[config.mk]
export PLATFORM = sky130hd
export DESIGN_NAME = image_loader
export DESIGN_NICKNAME = d
export VERILOG_FILES = /design/src/rtl/image_loader.sv
export SDC_FILE = /design/constraint.sdc
export NUM_CORES = 1
export LEC_CHECK = 0
export CAP_MARGIN = 10
export CORE_MARGIN = 2
export CORE_UTILIZATION = 30
export DETAILED_ROUTE_END_ITERATION = 10
export PLACE_DENSITY = 0.5
export SETUP_SLACK_MARGIN = 0.3
export SLEW_MARGIN = 30
export SYNTH_ARGS = -nofsm -noshare
export SYNTH_HDL_FRONTEND = slang
export SYNTH_SLANG_ARGS = --single-unit
[constraint.sdc]
create_clock -name clk_i -period 4.5 [get_ports clk_i]
set_input_delay 1.35 -clock clk_i [delete_from_list [all_inputs] [get_ports clk_i]]
set_output_delay 1.35 -clock clk_i [all_outputs]
set_load 0.1 [all_outputs]
[src/rtl/image_loader.sv]
// rtl/image_loader.sv - sync-header hunting byte-stream loader for the image RAM
//
// Purpose: hunts for the SYNC0/SYNC1 header in the received byte stream,
// writes the following N_PIXELS bytes into the image RAM at addresses
// 0..N_PIXELS-1, then holds img_valid_o until the consumer acknowledges.
// An inter-byte idle timeout aborts stalled frames.
//
// Optional feature macro: IMAGE_LOADER_CHECKSUM_EN
//   defined   - a trailing checksum byte (sum of pixels mod 256) is checked
//   undefined - the frame ends after the final pixel, err_cksum_o is 0
//
// Ports:
//   clk_i          system clock, rising edge
//   rst_ni         asynchronous active-low reset
//   rx_data_i      received byte, qualified by rx_valid_i
//   rx_valid_i     one-cycle strobe per received byte
//   img_ack_i      consumer releases the frame (honoured in HOLD only)
//   ram_wr_addr_o  RAM write address
//   ram_wr_data_o  RAM write data
//   ram_wr_en_o    RAM write enable, one cycle per pixel
//   img_valid_o    complete frame present in RAM
//   busy_o         frame reception in progress (LOAD/CHECK)
//   pixel_count_o  pixels written in the current frame
//   err_timeout_o  sticky timeout-abort flag, cleared by the next header
//   err_cksum_o    sticky checksum-mismatch flag, cleared by the next header

module image_loader #(
  parameter int unsigned N_PIXELS       = 784,
  parameter int unsigned TIMEOUT_CYCLES = 1000000,
  parameter logic [7:0]  SYNC0          = 8'hAA,
  parameter logic [7:0]  SYNC1          = 8'h55
) (
  input  logic       clk_i,
  input  logic       rst_ni,
  input  logic [7:0] rx_data_i,
  input  logic       rx_valid_i,
  input  logic       img_ack_i,
  output logic [9:0] ram_wr_addr_o,
  output logic [7:0] ram_wr_data_o,
  output logic       ram_wr_en_o,
  output logic       img_valid_o,
  output logic       busy_o,
  output logic [9:0] pixel_count_o,
  output logic       err_timeout_o,
  output logic       err_cksum_o
);

  localparam int unsigned TW = $clog2(TIMEOUT_CYCLES + 1);
  localparam logic [9:0]  LAST_PIX = 10'(N_PIXELS - 1);
  localparam logic [TW-1:0] IDLE_LIMIT = TW'(TIMEOUT_CYCLES - 1);

`ifdef IMAGE_LOADER_CHECKSUM_EN
  typedef enum logic [2:0] {S_HUNT0, S_HUNT1, S_LOAD, S_CHECK, S_HOLD} state_e;
`else
  typedef enum logic [2:0] {S_HUNT0, S_HUNT1, S_LOAD, S_HOLD} state_e;
`endif

  state_e        state_q, state_d;
  logic [9:0]    addr_q, addr_d;
  logic [7:0]    data_q, data_d;
  logic          wr_en_q, wr_en_d;
  logic          valid_q, valid_d;
  logic          busy_q, busy_d;
  logic [9:0]    count_q, count_d;
  logic          err_to_q, err_to_d;
  logic [TW-1:0] idle_q, idle_d;
`ifdef IMAGE_LOADER_CHECKSUM_EN
  logic [7:0]    acc_q, acc_d;
  logic          err_ck_q, err_ck_d;
`endif

  always_comb begin
    state_d  = state_q;
    addr_d   = addr_q;
    data_d   = data_q;
    wr_en_d  = 1'b0;
    valid_d  = valid_q;
    count_d  = count_q;
    err_to_d = err_to_q;
    idle_d   = idle_q;
`ifdef IMAGE_LOADER_CHECKSUM_EN
    acc_d    = acc_q;
    err_ck_d = err_ck_q;
`endif
    unique case (state_q)
      S_HUNT0: begin
        if (rx_valid_i && rx_data_i == SYNC0) state_d = S_HUNT1;
      end
      S_HUNT1: begin
        if (rx_valid_i) begin
          if (rx_data_i == SYNC1) begin
            state_d  = S_LOAD;
            count_d  = '0;
            idle_d   = '0;
            err_to_d = 1'b0;
`ifdef IMAGE_LOADER_CHECKSUM_EN
            acc_d    = '0;
            err_ck_d = 1'b0;
`endif
          end else if (rx_data_i != SYNC0) begin
            // A repeated SYNC0 may still be the real first header byte.
            state_d = S_HUNT0;
          end
        end
      end
      S_LOAD: begin
        // A byte arriving on the expiry cycle wins over the timeout.
        if (rx_valid_i) begin
          idle_d  = '0;
          addr_d  = count_q;
          data_d  = rx_data_i;
          wr_en_d = 1'b1;
          count_d = count_q + 10'd1;
`ifdef IMAGE_LOADER_CHECKSUM_EN
          acc_d   = acc_q + rx_data_i;
          if (count_q == LAST_PIX) state_d = S_CHECK;
`else
          if (count_q == LAST_PIX) state_d = S_HOLD;
`endif
        end else if (idle_q == IDLE_LIMIT) begin
          err_to_d = 1'b1;
          state_d  = S_HUNT0;
        end else begin
          idle_d = idle_q + 1'b1;
        end
      end
`ifdef IMAGE_LOADER_CHECKSUM_EN
      S_CHECK: begin
        if (rx_valid_i) begin
          idle_d = '0;
          if (rx_data_i == acc_q) begin
            state_d = S_HOLD;
            valid_d = 1'b1;
          end else begin
            err_ck_d = 1'b1;
            state_d  = S_HUNT0;
          end
        end else if (idle_q == IDLE_LIMIT) begin
          err_to_d = 1'b1;
          state_d  = S_HUNT0;
        end else begin
          idle_d = idle_q + 1'b1;
        end
      end
`endif
      S_HOLD: begin
        // Without a checksum, valid rises one edge after entering HOLD so the
        // final pixel has already committed. Ack only counts once valid is up.
        if (img_ack_i && valid_q) begin
          state_d = S_HUNT0;
          valid_d = 1'b0;
        end else begin
          valid_d = 1'b1;
        end
      end
      default: state_d = S_HUNT0;
    endcase
`ifdef IMAGE_LOADER_CHECKSUM_EN
    busy_d = (state_d == S_LOAD) || (state_d == S_CHECK);
`else
    busy_d = (state_d == S_LOAD);
`endif
  end

  always_ff @(posedge clk_i or negedge rst_ni) begin
    if (!rst_ni) begin
      state_q  <= S_HUNT0;
      addr_q   <= '0;
      data_q   <= '0;
      wr_en_q  <= 1'b0;
      valid_q  <= 1'b0;
      busy_q   <= 1'b0;
      count_q  <= '0;
      err_to_q <= 1'b0;
      idle_q   <= '0;
`ifdef IMAGE_LOADER_CHECKSUM_EN
      acc_q    <= '0;
      err_ck_q <= 1'b0;
`endif
    end else begin
      state_q  <= state_d;
      addr_q   <= addr_d;
      data_q   <= data_d;
      wr_en_q  <= wr_en_d;
      valid_q  <= valid_d;
      busy_q   <= busy_d;
      count_q  <= count_d;
      err_to_q <= err_to_d;
      idle_q   <= idle_d;
`ifdef IMAGE_LOADER_CHECKSUM_EN
      acc_q    <= acc_d;
      err_ck_q <= err_ck_d;
`endif
    end
  end

  assign ram_wr_addr_o = addr_q;
  assign ram_wr_data_o = data_q;
  assign ram_wr_en_o   = wr_en_q;
  assign img_valid_o   = valid_q;
  assign busy_o        = busy_q;
  assign pixel_count_o = count_q;
  assign err_timeout_o = err_to_q;
`ifdef IMAGE_LOADER_CHECKSUM_EN
  assign err_cksum_o   = err_ck_q;
`else
  assign err_cksum_o   = 1'b0;
`endif

endmodule

* Word level (Yosys, flattened, before mapping) *
Index checks and enable logic that the tools add are counted.

storage, ports and cells
  bits in registers = 55
  bits of input ports = 12
  output and inout port bits = 33
  word-level logic and storage cells = 60

operators by class
  add/sub/neg operators = 2
  equal/unequal tests = 15
  muxes and demuxes = 26
  reductions and logical operators = 8

operator list
  cell                                                 number
  two-way mux 20 bit                                   4
  one-hot mux 20 bit (2 select lines)                  1
  two-way mux 10 bit                                   3
  two-way mux 3 bit                                    8
  adder 20 x 1 -> 20 bit, second input constant        1
  equality test 20 bit, second input constant          1
  one-hot mux 10 bit (2 select lines)                  1
  one-hot mux 3 bit (4 select lines)                   1
  adder 10 x 1 -> 10 bit, second input constant        1
  equality test 10 bit, second input constant          1
  != test 2 bit, second input constant                 5
  equality test 3 x 2 -> 1 bit, second input constant  3
  equality test 8 x 7 -> 1 bit, second input constant  1
  equality test 8 bit, second input constant           1
  != test 8 bit, second input constant                 1
  AND reduction 4 bit                                  2
  two-way mux 1 bit                                    7
  AND reduction 5 bit                                  1
  equality test 3 x 1 -> 1 bit, second input constant  1
  zero test 3 bit                                      1
  != test 3 bit, second input constant                 1
  logical AND 1 bit                                    2
  one-hot mux 1 bit (2 select lines)                   1
  AND reduction 2 bit                                  1
  nonzero test 2 bit                                   1

* Longest topological paths before layout *
  depth in word-level cells = 6
  gate-level depth with buffers = 7

* Worst setup path before layout *
Ideal clock, no wire load.

  kind = input to register
  from = in rx_data_i[5]
  to = reg idle_q[18]
  library setup time = 119 ps
  data arrival time = 2481 ps
  setup slack = 1901 ps
  stages = 5
  path buffers = 1
  path through = and4bb_2 a31oi_1 clkbuf_1 o31a_1 o21a_1

on the way
  cells in the longest elaborated chain, start to end = 3

ends and longest elaborated chain
  element                        RTL line  source
  start: declaration             35        input logic [7:0] rx_data_i,
  equality test 8 x 7 -> 1 bit   91        if (rx_data_i == SYNC1) begin
  != test 2 bit (no line)        -
  AND reduction 4 bit (no line)  -
  end signal: assignment         189       idle_q <= idle_d;
  end: declaration               66        logic [TW-1:0] idle_q, idle_d;

No other way between the ends.
A chain may end at the register's enable or synchronous reset.

* Worst setup path in the final report *
  from = reg count_q[4] (netlist: pixel_count_o[4])
  to = out pixel_count_o[4]

RTL lines
  element                   RTL line  source
  start: declaration        64        logic [9:0] count_q, count_d;
  start signal: assignment  187       count_q <= count_d;
  end: declaration          43        output logic [9:0] pixel_count_o,

No word-level cell between the ends.

==> results_dict.tcl <==
set metrics [dict create \
    die_width_um 98.83 \
    fmax_mhz 298.3 \
    worstHoldPathType "register to register" \
    synth-edff-count 0 \
    cellPowerDensity_mw_per_mm2 261.4 \
    rsz0062_at_grt "false" \
    ys_ff_latch 55 \
    synth_top_area_share_pct 51.02 \
    synth-compound-area-share_pct 14.80 \
    wirelength_mm 6.644 \
    fin_ws_ps 1148 \
    drt_iter0_drc 64 \
    gp_congestion 0.7746 \
    grt_pass1_wl_mm 11.47 \
    synthMuxAreaShare_pct 1.670 \
    critPathTopFamily "buffers and inverters" \
    grt_max_degree 34 \
    critPathLaunchType "register" \
    vias_per_cell 5.189 \
    period_share_pct 74.48 \
    avgSynthCellArea_um2 9.399 \
    netlist_area_mm2 0.002698 \
    ys_seq_area_share_pct 51.02 \
    setup_violations 0 \
    cap_violations 0 \
    ant_nets 0 \
    n_antenna_cell 0 \
    synth_cell_types 54 \
    worst_path_largest_cell_delay_ps 1190 \
    antenna_found_initial 0 \
    track_usage_pct 14.36 \
    yosysTopAreaCell "dfrtp_1" \
    cts-htree-levels 2 \
    design_area_mm2 0.003338 \
    post_cts_resized 0 \
    cts-buffers-inserted 5 \
    dp_hpwl_mm 4.560 \
    io_buffer_count 43 \
    fin_tns_setup_ps 0 \
    insertion_delay_ps 310 \
    synth_fa_ha_area_share_pct 0.9276 \
    synthCells 287 \
    final.min_clock_period_ps 3352 \
    hold_viol_final 0 \
    worstPathMaxFanout 8 \
    critPathBufInv 1 \
    drc 0 \
    area_growth_pct 23.75 \
    clock_path_buffers 2 \
    drive_above_1_share_pct 7.530 \
    drv_slew 0 \
    ys.flop_type "dfrtp_1" \
    crit_required_ps 3150 \
    critPathCaptureType "output port" \
    register_area_mm2 0.001376 \
    path_cells "clkdlybuf4s50_1" \
    multi_input_area_mm2 0.001264 \
    via_count 2283 \
    worst_slew_pin_slew_ps 981.5 \
    dr.pass1.iters 4 \
    core_area_mm2 0.008721 \
    cp_slowest_cell "clkdlybuf4s50_1" \
    synthArstFlopShare_pct 100.0 \
    utilization_pct 38.28 \
    grt_pass1_vias 2367 \
    nFillCells 890 \
    synth_top_family_by_area "simple AND/OR/NAND/NOR gates" \
    dp_slack_ps 1014 \
    die_area_mm2 0.009766 \
    placed_area_mm2 0.003249 \
    grt-ovfl-total 0 \
    cts-root-buf "clkbuf_8" \
    synth_area_leaders "dfrtp_1 (51%), nand2_1 (10%), o21ai_1 (3.0%)" \
    clk_pin_slew_ps 100 \
    die_h_um 98.83 \
    synth_common_cells "nand2_1 (75), dfrtp_1 (55), o21ai_1 (16)" \
    wl_per_cell_um 15.10 \
    cts_tree "yes" \
    yosysWarnings 0 \
    synth_xor_area_share_pct 0 \
    ir_drop_mv 0.1133 \
    clock_skew_ps 10.46 \
    status "finished, final reports clean" \
    cp.arrival_ps 2000 \
    start_util_pct 30.93 \
    hold_ws_ps 481.6 \
    cts_setup_buffers 0 \
    cts_sinks 55 \
    rows 34 \
    cts-hold-fix-buffers 0 \
    io_pins 45 \
    yosys.area_share.simple_pct 29.17 \
    criticalPathCategory "register to output port" \
    maxSlewHeadroom_pct 34.36 \
    nets 345 \
    synth_most_common_cell "nand2_1" \
    leakagePower_nw 1.424 \
]
per-layer routing:
metal  part of all wire (%)  vias to the layer above  track usage, %
met3                    3.1                        5           2.908
met2                     49                       33           23.80
met1                     47                     1121           19.36
li1                       -                     1124               -
met4                   0.72                        0           3.477
met5                      0                        -               0
kinds of logic (layout without fill, tap and decap cells):
logic type	count (synthesis)	in the layout
other cells	1	2
buf+inv	15	59
flops	55	55
compound gates	64	64
fa+ha+maj	2	2
simple gates	146	146
mux	4	4
registers in the layout, summed over array words and instances, names as in the netlist:
name           count
img_valid_o        1
state_q            3
ram_wr_addr_o     10
idle_q            20
busy_o             1
err_timeout_o      1
ram_wr_en_o        1
ram_wr_data_o      8
pixel_count_o     10
area by class of cell:
type | count | share of cell area (%)
repair buffers | 48 | 13.87
flip-flops and latches | 55 | 41.23
clock buffers | 6 | 2.174
multi-input cells | 218 | 37.86
inverters | 3 | 0.3373
well taps | 108 | 4.048
clock inverters | 2 | 0.4873
layout by cell type, fill, tap and decap left out, types with 2 or more instances in the layout:
master	instances
nor2_1	11
a31o_2	2
ha_1	2
o211ai_1	2
dfrtp_1	55
or3_1	4
inv_1	2
clkdlybuf4s50_1	42
nand2b_1	2
or4_1	5
clkbuf_8	5
buf_4	5
or3b_1	2
o31ai_1	7
nor2b_1	2
a22o_1	3
nand2_1	75
conb_1	2
and2_1	2
and3_1	4
mux2i_1	3
nand4bb_1	2
and4_1	4
nand4_1	5
nand3_1	11
nor4_1	2
o21ai_1	16
nor4bb_1	2
a31oi_1	9
o21ai_0	3
a21oi_1	14
stage by stage:
step | power [W] | instances
after floorplan | 0.0005667 | 288
after global placement | 0.0006017 | 432
after detailed placement | 0.0006030 | 432
after CTS | 0.0008921 | 440
after global routing | 0.0009153 | 440
final | 0.0008725 | 440
where the power goes:
| group | internal, W | switching, W |
|---|---|---|
| Clock | 0.000112 | 0.000168 |
| Sequential | 0.000503 | 0.0000115 |
| Combinational | 0.0000228 | 0.0000544 |
| Total | 0.000638 | 0.000234 |
path summary, 6_finish.rpt:
kind,to,slack (ps),startpoint,depth (start not counted)
max,pixel_count_o[4],1150,pixel_count_o[4],1
min,ram_wr_data_o[5],480,ram_wr_data_o[5],2
max reg2reg,idle_q[12],2370,state_q[2],5
min reg2reg,ram_wr_data_o[5],480,ram_wr_data_o[5],2
max in group asynchronous,idle_q[5],2580,rst_ni,2
min in group asynchronous,idle_q[14],1100,rst_ni,1
Note: power is estimated with default switching activity, not from simulation.
